$ cat config.mk
export PLATFORM = sky130hd
export DESIGN_NAME = axi_stream_buffer
export DESIGN_NICKNAME = d
export VERILOG_FILES = /design/src/rtl/axi_stream_buffer.sv
export SDC_FILE = /design/constraint.sdc
export NUM_CORES = 1
export LEC_CHECK = 0
export BUFFER_PORTS_ARGS = -buffer_cell sky130_fd_sc_hd__buf_2
export CORE_AREA = 2 2 116 73
export DETAILED_ROUTE_END_ITERATION = 10
export DIE_AREA = 0 0 118 75
export PLACE_DENSITY = 0.83
export SLEW_MARGIN = 20
export SYNTH_ARGS = -nofsm -noshare
export SYNTH_HDL_FRONTEND = slang
export SYNTH_SLANG_ARGS = --single-unit
$ cat constraint.sdc
create_clock -name clk_i -period 5.75 [get_ports clk_i]
set_input_delay 0.2875 -clock clk_i [delete_from_list [all_inputs] [get_ports clk_i]]
set_output_delay 0.2875 -clock clk_i [all_outputs]
set_load 0.02 [all_outputs]
$ cat src/rtl/axi_stream_buffer.sv
// N-deep registered AXI4-Stream buffer with optional store-and-forward packet mode,
// synchronous flush and fill/packet-count status. No combinational path from rx to tx.

package axi_stream_buffer_pkg;

    typedef struct packed {
        logic [31:0] data;
        logic [3:0]  strb;
        logic [3:0]  keep;
        logic        last;
        logic [3:0]  id;
        logic [3:0]  dest;
        logic [3:0]  user;
    } s_chan_t;

    typedef struct packed {
        s_chan_t t;
        logic    tvalid;
    } axi_stream_req_t;

    typedef struct packed {
        logic tready;
    } axi_stream_rsp_t;

endpackage

module axi_stream_buffer_checker #(
    parameter int unsigned Depth    = 2,
    parameter int unsigned CntWidth = 2,
    parameter int unsigned TWidth   = 1
) (
    input logic                clk_i,
    input logic                rst_ni,
    input logic                flush_i,
    input logic                rx_valid_i,
    input logic                rx_ready_i,
    input logic [TWidth-1:0]   rx_t_i,
    input logic                tx_valid_i,
    input logic                tx_ready_i,
    input logic [TWidth-1:0]   tx_t_i,
    input logic [CntWidth-1:0] usage_i,
    input logic [CntWidth-1:0] pkt_cnt_i
);

    a_depth_min: assert property (@(posedge clk_i) Depth >= 32'd2)
        else $error("axi_stream_buffer: Depth must be at least 2");

    a_rx_stable: assert property (@(posedge clk_i) disable iff (!rst_ni)
        (rx_valid_i && !rx_ready_i) |=> (rx_valid_i && $stable(rx_t_i)))
        else $error("axi_stream_buffer: rx beat changed while stalled");

    a_tx_stable: assert property (@(posedge clk_i) disable iff (!rst_ni)
        (tx_valid_i && !tx_ready_i && !flush_i) |=> (tx_valid_i && $stable(tx_t_i)))
        else $error("axi_stream_buffer: tx beat changed while stalled");

    a_cnt_range: assert property (@(posedge clk_i) disable iff (!rst_ni)
        (usage_i <= CntWidth'(Depth)) && (pkt_cnt_i <= usage_i))
        else $error("axi_stream_buffer: status counter out of range");

endmodule

module axi_stream_buffer #(
    parameter int unsigned Depth            = 2,
    parameter bit          PacketMode       = 1'b0,
    parameter type         s_chan_t         = axi_stream_buffer_pkg::s_chan_t,
    parameter type         axi_stream_req_t = axi_stream_buffer_pkg::axi_stream_req_t,
    parameter type         axi_stream_rsp_t = axi_stream_buffer_pkg::axi_stream_rsp_t,
    parameter int unsigned CntWidth         = $clog2(Depth + 1)
) (
    input  logic                clk_i,
    input  logic                rst_ni,
    input  logic                flush_i,
    input  axi_stream_req_t     rx_req_i,
    output axi_stream_rsp_t     rx_rsp_o,
    output axi_stream_req_t     tx_req_o,
    input  axi_stream_rsp_t     tx_rsp_i,
    output logic [CntWidth-1:0] usage_o,
    output logic [CntWidth-1:0] pkt_cnt_o
);

    localparam int unsigned PtrWidth = (Depth > 32'd1) ? $clog2(Depth) : 32'd1;
    localparam logic [CntWidth-1:0] DepthCnt = CntWidth'(Depth);
    localparam logic [PtrWidth-1:0] LastPtr  = PtrWidth'(Depth - 32'd1);

    s_chan_t               mem_q [Depth];
    s_chan_t               mem_d [Depth];
    logic [PtrWidth-1:0]   rd_ptr_q, rd_ptr_d;
    logic [PtrWidth-1:0]   wr_ptr_q, wr_ptr_d;
    logic [CntWidth-1:0]   usage_q, usage_d;
    logic [CntWidth-1:0]   pkt_cnt_q, pkt_cnt_d;
    logic                  rdy_en_q, rdy_en_d;

    logic                  full_s;
    logic                  empty_s;
    logic                  tready_s;
    logic                  tvalid_s;
    logic                  push_s;
    logic                  pop_s;
    logic                  push_last_s;
    logic                  pop_last_s;

    function automatic logic [PtrWidth-1:0] ptr_inc(input logic [PtrWidth-1:0] ptr);
        logic [PtrWidth-1:0] nxt;
        if (ptr == LastPtr) begin
            nxt = {PtrWidth{1'b0}};
        end else begin
            nxt = ptr + PtrWidth'(1);
        end
        return nxt;
    endfunction

    // Handshake qualification from registered state only; rdy_en_q holds tready low through reset.
    always_comb begin
        full_s   = (usage_q == DepthCnt);
        empty_s  = (usage_q == {CntWidth{1'b0}});
        tready_s = rdy_en_q & ~full_s & ~flush_i;
        if (PacketMode) begin
            // A full buffer with no complete packet streams cut-through to avoid deadlock.
            tvalid_s = ~empty_s & ((pkt_cnt_q != {CntWidth{1'b0}}) | full_s);
        end else begin
            tvalid_s = ~empty_s;
        end
        push_s      = rx_req_i.tvalid & tready_s;
        pop_s       = tvalid_s & tx_rsp_i.tready;
        push_last_s = push_s & rx_req_i.t.last;
        pop_last_s  = pop_s & mem_q[rd_ptr_q].last;
    end

    // Port outputs: tx beat read straight from storage at the read pointer.
    always_comb begin
        tx_req_o        = '0;
        tx_req_o.t      = mem_q[rd_ptr_q];
        tx_req_o.tvalid = tvalid_s;
        rx_rsp_o        = '0;
        rx_rsp_o.tready = tready_s;
        usage_o         = usage_q;
        pkt_cnt_o       = pkt_cnt_q;
    end

    // Next-state for storage, pointers and counters; flush overrides everything but storage.
    always_comb begin
        mem_d     = mem_q;
        rd_ptr_d  = rd_ptr_q;
        wr_ptr_d  = wr_ptr_q;
        usage_d   = usage_q;
        pkt_cnt_d = pkt_cnt_q;
        rdy_en_d  = 1'b1;

        if (push_s) begin
            mem_d[wr_ptr_q] = rx_req_i.t;
            wr_ptr_d        = ptr_inc(wr_ptr_q);
        end else begin
            wr_ptr_d = wr_ptr_q;
        end

        if (pop_s) begin
            rd_ptr_d = ptr_inc(rd_ptr_q);
        end else begin
            rd_ptr_d = rd_ptr_q;
        end

        case ({push_s, pop_s})
            2'b10:   usage_d = usage_q + CntWidth'(1);
            2'b01:   usage_d = usage_q - CntWidth'(1);
            default: usage_d = usage_q;
        endcase

        case ({push_last_s, pop_last_s})
            2'b10:   pkt_cnt_d = pkt_cnt_q + CntWidth'(1);
            2'b01:   pkt_cnt_d = pkt_cnt_q - CntWidth'(1);
            default: pkt_cnt_d = pkt_cnt_q;
        endcase

        if (flush_i) begin
            rd_ptr_d  = {PtrWidth{1'b0}};
            wr_ptr_d  = {PtrWidth{1'b0}};
            usage_d   = {CntWidth{1'b0}};
            pkt_cnt_d = {CntWidth{1'b0}};
        end else begin
            pkt_cnt_d = pkt_cnt_d;
        end
    end

    // Beat storage; contents are don't-care until written, so no reset.
    always_ff @(posedge clk_i) begin
        mem_q <= mem_d;
    end

    // Control state with asynchronous active-low reset.
    always_ff @(posedge clk_i or negedge rst_ni) begin
        if (!rst_ni) begin
            rd_ptr_q  <= {PtrWidth{1'b0}};
            wr_ptr_q  <= {PtrWidth{1'b0}};
            usage_q   <= {CntWidth{1'b0}};
            pkt_cnt_q <= {CntWidth{1'b0}};
            rdy_en_q  <= 1'b0;
        end else begin
            rd_ptr_q  <= rd_ptr_d;
            wr_ptr_q  <= wr_ptr_d;
            usage_q   <= usage_d;
            pkt_cnt_q <= pkt_cnt_d;
            rdy_en_q  <= rdy_en_d;
        end
    end

    axi_stream_buffer_checker #(
        .Depth    (Depth),
        .CntWidth (CntWidth),
        .TWidth   ($bits(s_chan_t))
    ) u_checker (
        .clk_i      (clk_i),
        .rst_ni     (rst_ni),
        .flush_i    (flush_i),
        .rx_valid_i (rx_req_i.tvalid),
        .rx_ready_i (tready_s),
        .rx_t_i     (rx_req_i.t),
        .tx_valid_i (tvalid_s),
        .tx_ready_i (tx_rsp_i.tready),
        .tx_t_i     (tx_req_o.t),
        .usage_i    (usage_q),
        .pkt_cnt_i  (pkt_cnt_q)
    );

endmodule

==> results of run 1 <==
## area by class of cell
| class | count | share of cell area [%] |
|---|---|---|
| well taps | 108 | 2.47 |
| multi-input cells | 87 | 15.5 |
| clock buffers | 22 | 8.11 |
| flip-flops and latches | 113 | 61.3 |
| inverters | 3 | 0.205 |
| clock inverters | 9 | 1.23 |
| repair buffers | 120 | 11.2 |
## flip-flops by register name, indices dropped and copies added, names as in the netlist
name / count
mem_q: 106
pkt_cnt_o: 2
usage_o: 2
rdy_en_q: 1
rd_ptr_q: 1
wr_ptr_q: 1
## power groups by stage
| stage | Clock [mW] | Combinational [mW] | Sequential [mW] |
|---|---|---|---|
| 3_3_place_gp | 0 | 0.112 | 0.947 |
| 6_report | 0.893 | 0.114 | 0.933 |
| 4_1_cts | 0.915 | 0.116 | 0.933 |
| 3_5_place_dp | 0 | 0.115 | 0.948 |
| 2_1_floorplan | 0 | 0.0641 | 0.945 |
| 5_1_grt | 0.948 | 0.125 | 0.933 |
## worst max path at each step
stage | startpoint | to | slack (ns) | cells past startpoint
after global routing | rd_ptr_q | tx_req_o[27] | 3.13 | 3
after global placement | rd_ptr_q | tx_req_o[25] | 3.65 | 3
after floorplan | usage_o[0] | mem_q[100] | 2.17 | 3
final | rd_ptr_q | tx_req_o[25] | 3.24 | 3
after CTS | rd_ptr_q | tx_req_o[25] | 3.19 | 3
after detailed placement | rd_ptr_q | tx_req_o[25] | 3.61 | 3
## synthesized netlist by cell type
cell	count	area, um^2
and2_1	1	6.26
a21oi_1	1	5.00
o211ai_1	1	7.51
nand4b_1	1	8.76
conb_1	1	3.75
and3_1	2	12.5
o21ai_1	1	5.00
edfxtp_1	106	3180
or2_2	1	6.26
nand3b_1	1	7.51
nor2_1	7	26.3
mux2_2	52	586
nand2b_1	1	6.26
nor2b_1	2	12.5
nand3_1	3	15.0
a31oi_1	1	6.26
o31ai_1	1	7.51
a2bb2oi_2	1	15.0
nand4_1	1	6.26
buf_6	1	11.3
inv_1	3	11.3
dfrtp_1	7	175
buf_2	5	25.0
xor2_1	3	26.3
buf_4	1	7.51
nor3_4	1	16.3
o21a_1	1	7.51
mux2i_4	1	22.5
mux2_4	1	15.0
mux2i_1	1	10.0
## routing by layer
layer  global-route usage [%]  up-vias  wire (um)
met1                     25.7     1128       3480
li1                         -     1089          -
met4                     8.43        0         93
met3                     8.64       12        681
met2                     25.7       96       3290
met5                        0        -          0
## worst max-delay path: cells and delay by family, from the launching register on
family	cells	cell delay (ns)
buf+inv	2	0.64
flops	1	0.76
mux	1	0.40
## cells by family (layout without fill, tap and decap cells)
| kind of cell | Yosys count | count (layout) | synth area share, % |
|---|---|---|---|
| flip-flops | 113 | 113 | 78.9 |
| multiplexers | 55 | 55 | 14.9 |
| AND/OR/NAND/NOR | 21 | 21 | 2.91 |
| buffers and inverters | 10 | 154 | 1.29 |
| AO/OA/AOI/OAI | 7 | 7 | 1.26 |
| XOR/XNOR | 3 | 3 | 0.618 |
| other | 1 | 1 | 0.0882 |
## timing repair
item                                   in CTS  in global routing
hold buffers                                1                  0
endpoints found under the hold margin       7                  0
resized for setup                           0                  0
## stage by stage
step                      utilization [%]  cell area (um^2)  cells  total power [mW]  worst slack [ns]
after floorplan                         -              4250    210              1.01              2.17
after global placement               64.2              4960    430              1.06              3.65
after detailed placement             64.2              4960    430              1.06              3.61
after CTS                            70.9              5480    462              1.96              3.19
after global routing                 70.9              5480    462              2.01              3.13
final                                70.9              5480    462              1.94              3.24
==> flow_summary.toml, run 1 <==
[outcome]
outcome = "complete, no violations"

[global_route]
track_usage_pct = 18.7
antenna_found_initial = 0
grt_pass1_vias = 2266
grt_pass1_wl_mm = 11.8
grt_overflow_total = 0
grt_max_degree = 54

[power]
switching_share_pct = 20.1
p_per_area_nw_per_um2 = 354
max-vdd-ir-drop_mv = 0.219
intPower_mw = 1.55
clockPowerShare_pct = 46.0
seqPwrFrac_pct = 48.1
pwr-share-comb_pct = 5.9
p_sw_mw = 0.390
p_leak_nw = 2.07

[route]
viasPerCell = 5.03
via_count = 2325
drt-pass1-iter-count = 4
wl_per_cell_um = 16.3
drtIter0Drc = 159
drc = 0
ant_nets = 0
routed_wl_mm = 7.55

[timing]
setup_violations = 0
maxSlewHeadroom_pct = 52.2
max_freq_ghz = 0.399
finClkSkew_ns = 0.00735
rsz0062_at_grt = "false"
timing.final.crit_share_pct = 43.6
worstMarginPinSlew_ns = 0.718
slew_violations = 0
whs_ns = 0.0673
finalSetupTns_ns = 0
hold_viol_final = 0
period_needed_ns = 2.51

[setup_path]
criticalPathCategory = "flop to output pin"
crit_fanout = 29
crit_arrival_ns = 2.22
r2r-start = "usage_o[0]"
endpoint_kind = "output pin"
reg2reg_setup_slack_ns = 3.70
worstSetupStartpointType = "flop"
max_stage_delay_ns = 0.76
crit_slowest_cell = "dfrtp_2"
crit_chain = "buf_4, mux2_2, buf_2"
timing.rr.end = "mem_q[27]"
rr_worst_depth = 4
required_ns = 5.46

[floorplanning]
die-area_um2 = 8850
die-height_um = 75
die_w_um = 118
fp.coreArea_um2 = 7730
start_util_pct = 55.1
io_pins = 117
row_count = 25

[synthesis]
avgSynthCellArea_um2 = 20.3
yosysWarnings = 0
ys_seq_elements = 113
synth_cells = 210
synth.yosys.seq_area_share_pct = 78.9
syn_nets = 268
synth_area_um2 = 4250
ys_types = 30

[placement]
io_buffer_count = 116
hpwl_mm = 4.75
routabilityCongestion = 0.749

[finish]
layout_commonest_cell = "buf_2"
antenna_cells = 0
multi_input_area_um2 = 850
final_cell_mix = "116 x buf_2, 106 x edfxtp_1, 52 x mux2_2"
regArea_um2 = 3360
fill_cells = 540
fin_nets = 400
area_growth_pct = 28.8
drive_gt1_share_pct = 56.2

[clock_network]
clk-insertion-delay-late_ns = 0.40
clk_path_buf_depth = 2
clkTransAtPathRegs_ns = 0.05
cts_root_buffer = "clkbuf_16"
cts_made_buffers = 17
cts.sinks = 113
cts_max_level = 4
postCtsSetupRepairBufs = 0
cts_tree = "yes"

[run]
max_cap_viol_count = 0

[min_path]
hp-start = "rx_req_i[31]"
hold_path.class = "primary input to flop"
whs_endpoint = "mem_q[30]"
whs_path_depth = 1
(Power assumes the default switching activity.)
==> run 2: changes to the inputs <==
--- a/config.mk
+++ b/config.mk
@@ -6,10 +6,10 @@
 export NUM_CORES = 1
 export LEC_CHECK = 0
 export BUFFER_PORTS_ARGS = -buffer_cell sky130_fd_sc_hd__buf_2
-export CORE_AREA = 2 2 116 73
+export CORE_AREA = 2 2 126 79
 export DETAILED_ROUTE_END_ITERATION = 10
-export DIE_AREA = 0 0 118 75
-export PLACE_DENSITY = 0.83
+export DIE_AREA = 0 0 128 81
+export PLACE_DENSITY = 0.75
 export SLEW_MARGIN = 20
 export SYNTH_ARGS = -nofsm -noshare
 export SYNTH_HDL_FRONTEND = slang
==> constraint.sdc (replaced) <==
create_clock -name clk_i -period 2.3 [get_ports clk_i]
set_input_delay 0.115 -clock clk_i [delete_from_list [all_inputs] [get_ports clk_i]]
set_output_delay 0.115 -clock clk_i [all_outputs]
set_load 0.02 [all_outputs]
==> flow_summary.toml, run 2 (synthesized netlist as in run 1, its figures left out) <==
[outcome]
outcome = "complete, no violations"

[floorplanning]
start_util_pct = 45.3
fp.coreArea_um2 = 9390
die_w_um = 128
row_count = 28
die-area_um2 = 10400
die-height_um = 81
io_pins = 117

[power]
intPower_mw = 4.29
p_per_area_nw_per_um2 = 865
p_leak_nw = 2.35
max-vdd-ir-drop_mv = 0.637
seqPwrFrac_pct = 43.6
clockPowerShare_pct = 49.4
p_sw_mw = 1.05
pwr-share-comb_pct = 7.0
switching_share_pct = 19.6

[setup_path]
endpoint_kind = "output pin"
crit_fanout = 53
criticalPathCategory = "flop to output pin"
r2r-start = "usage_o[0]"
required_ns = 2.18
startpoint = "rd_ptr_q"
crit_arrival_ns = 1.69
worstSetupStartpointType = "flop"

[finish]
antenna_cells = 0
regArea_um2 = 3360
fin_nets = 454
final_area_um2 = 6160
multi_input_area_um2 = 850
fill_cells = 661
largest_reg_flops = 106
area_growth_pct = 44.9
final_cell_mix = "116 x buf_2, 106 x edfxtp_1, 55 x dlygate4sd3_1"
drive_gt1_share_pct = 50.4
layout_commonest_cell = "buf_2"
largest_register = "mem_q"

[clock_network]
clk_path_buf_depth = 2
clk-insertion-delay-late_ns = 0.40
cts.sinks = 113
cts_made_buffers = 17
cts_tree = "yes"
cts_max_level = 4
postCtsSetupRepairBufs = 0
clkTransAtPathRegs_ns = 0.05
cts_root_buffer = "clkbuf_16"

[route]
wl_per_cell_um = 16.0
via_count = 2547
drc = 0
ant_nets = 0
viasPerCell = 4.81
drtIter0Drc = 151
routed_wl_mm = 8.45
drt-pass1-iter-count = 4

[placement]
hpwl_mm = 4.98
place_area_um2 = 5010
io_buffer_count = 116
routabilityCongestion = 0.790

[timing]
finClkSkew_ns = 0.00576
whs_ns = 0.0793
maxSlewHeadroom_pct = 65.5
period_needed_ns = 1.80
finalSetupTns_ns = 0
rsz0062_at_grt = "false"
slew_violations = 0
setup_violations = 0
max_freq_ghz = 0.555
hold_viol_final = 0
worstMarginPinSlew_ns = 0.514
timing.final.crit_share_pct = 78.4

[global_route]
antenna_found_initial = 0
track_usage_pct = 17.5
grt_pass1_wl_mm = 13.2
grt_max_degree = 54
grt_pass1_vias = 2717
grt_overflow_total = 0

[min_path]
hold_path.class = "primary input to asynchronous set/reset pin"

[run]
max_cap_viol_count = 0
## run 2: area by class of cell
type / instances / area share [%]
Clock inverter: 12 / 2.68
Inverter: 3 / 0.183
Multi-Input combinational cell: 87 / 13.8
Clock buffer: 20 / 7.08
Timing Repair Buffer: 174 / 19.3
Sequential cell: 113 / 54.5
Tap cell: 120 / 2.44
## run 2: power groups by stage
stage	combinational (mW)	clock [mW]	sequential, mW
floorplan	0.161	0	2.36
finish	0.374	2.64	2.32
global route	0.402	2.76	2.33
CTS	0.373	2.68	2.32
global placement	0.294	0	2.36
detailed placement	0.299	0	2.36
## run 2: worst paths after layout
path                           endpoint  slack (ns)  cells after the start
max in group asynchronous      rd_ptr_q        2.05                      2
max                        tx_req_o[44]        0.50                      3
min reg2reg                pkt_cnt_o[1]        0.64                      2
min in group clk_i             wr_ptr_q        0.14                      4
max reg2reg                   mem_q[32]        0.57                      4
min                          usage_o[1]        0.08                      2
## run 2: critical path: stages (launching register included)
cell     delay, ns
dfrtp_2       0.41
buf_12        0.30
mux2_2        0.40
buf_2         0.16
## run 2: what timing repair did
item                       in CTS  in global routing
setup endpoints to repair       0                  0
gates resized for setup         0                  0
hold buffers                   55                  0
hold endpoints to repair      117                  0
## run 2: per-stage QoR
| stage | setup slack, ns | util [%] | std cells | total power, mW |
|---|---|---|---|---|
| floorplan | 0.0910 | - | 210 | 2.52 |
| detailed placement | 0.576 | 53.4 | 442 | 2.66 |
| global placement | 0.658 | 53.4 | 442 | 2.65 |
| CTS | 0.474 | 65.6 | 529 | 5.37 |
| global route | 0.430 | 65.6 | 529 | 5.49 |
| finish | 0.498 | 65.6 | 529 | 5.33 |
## run 2: layer usage
layer  vias up  share of wire, %  global-route usage, %
met2       104                47                   29.5
met5         -                 0                      0
met4         0               1.2                   6.81
met3        10               8.4                   7.31
li1       1194                 -                      -
met1      1239                43                   20.4
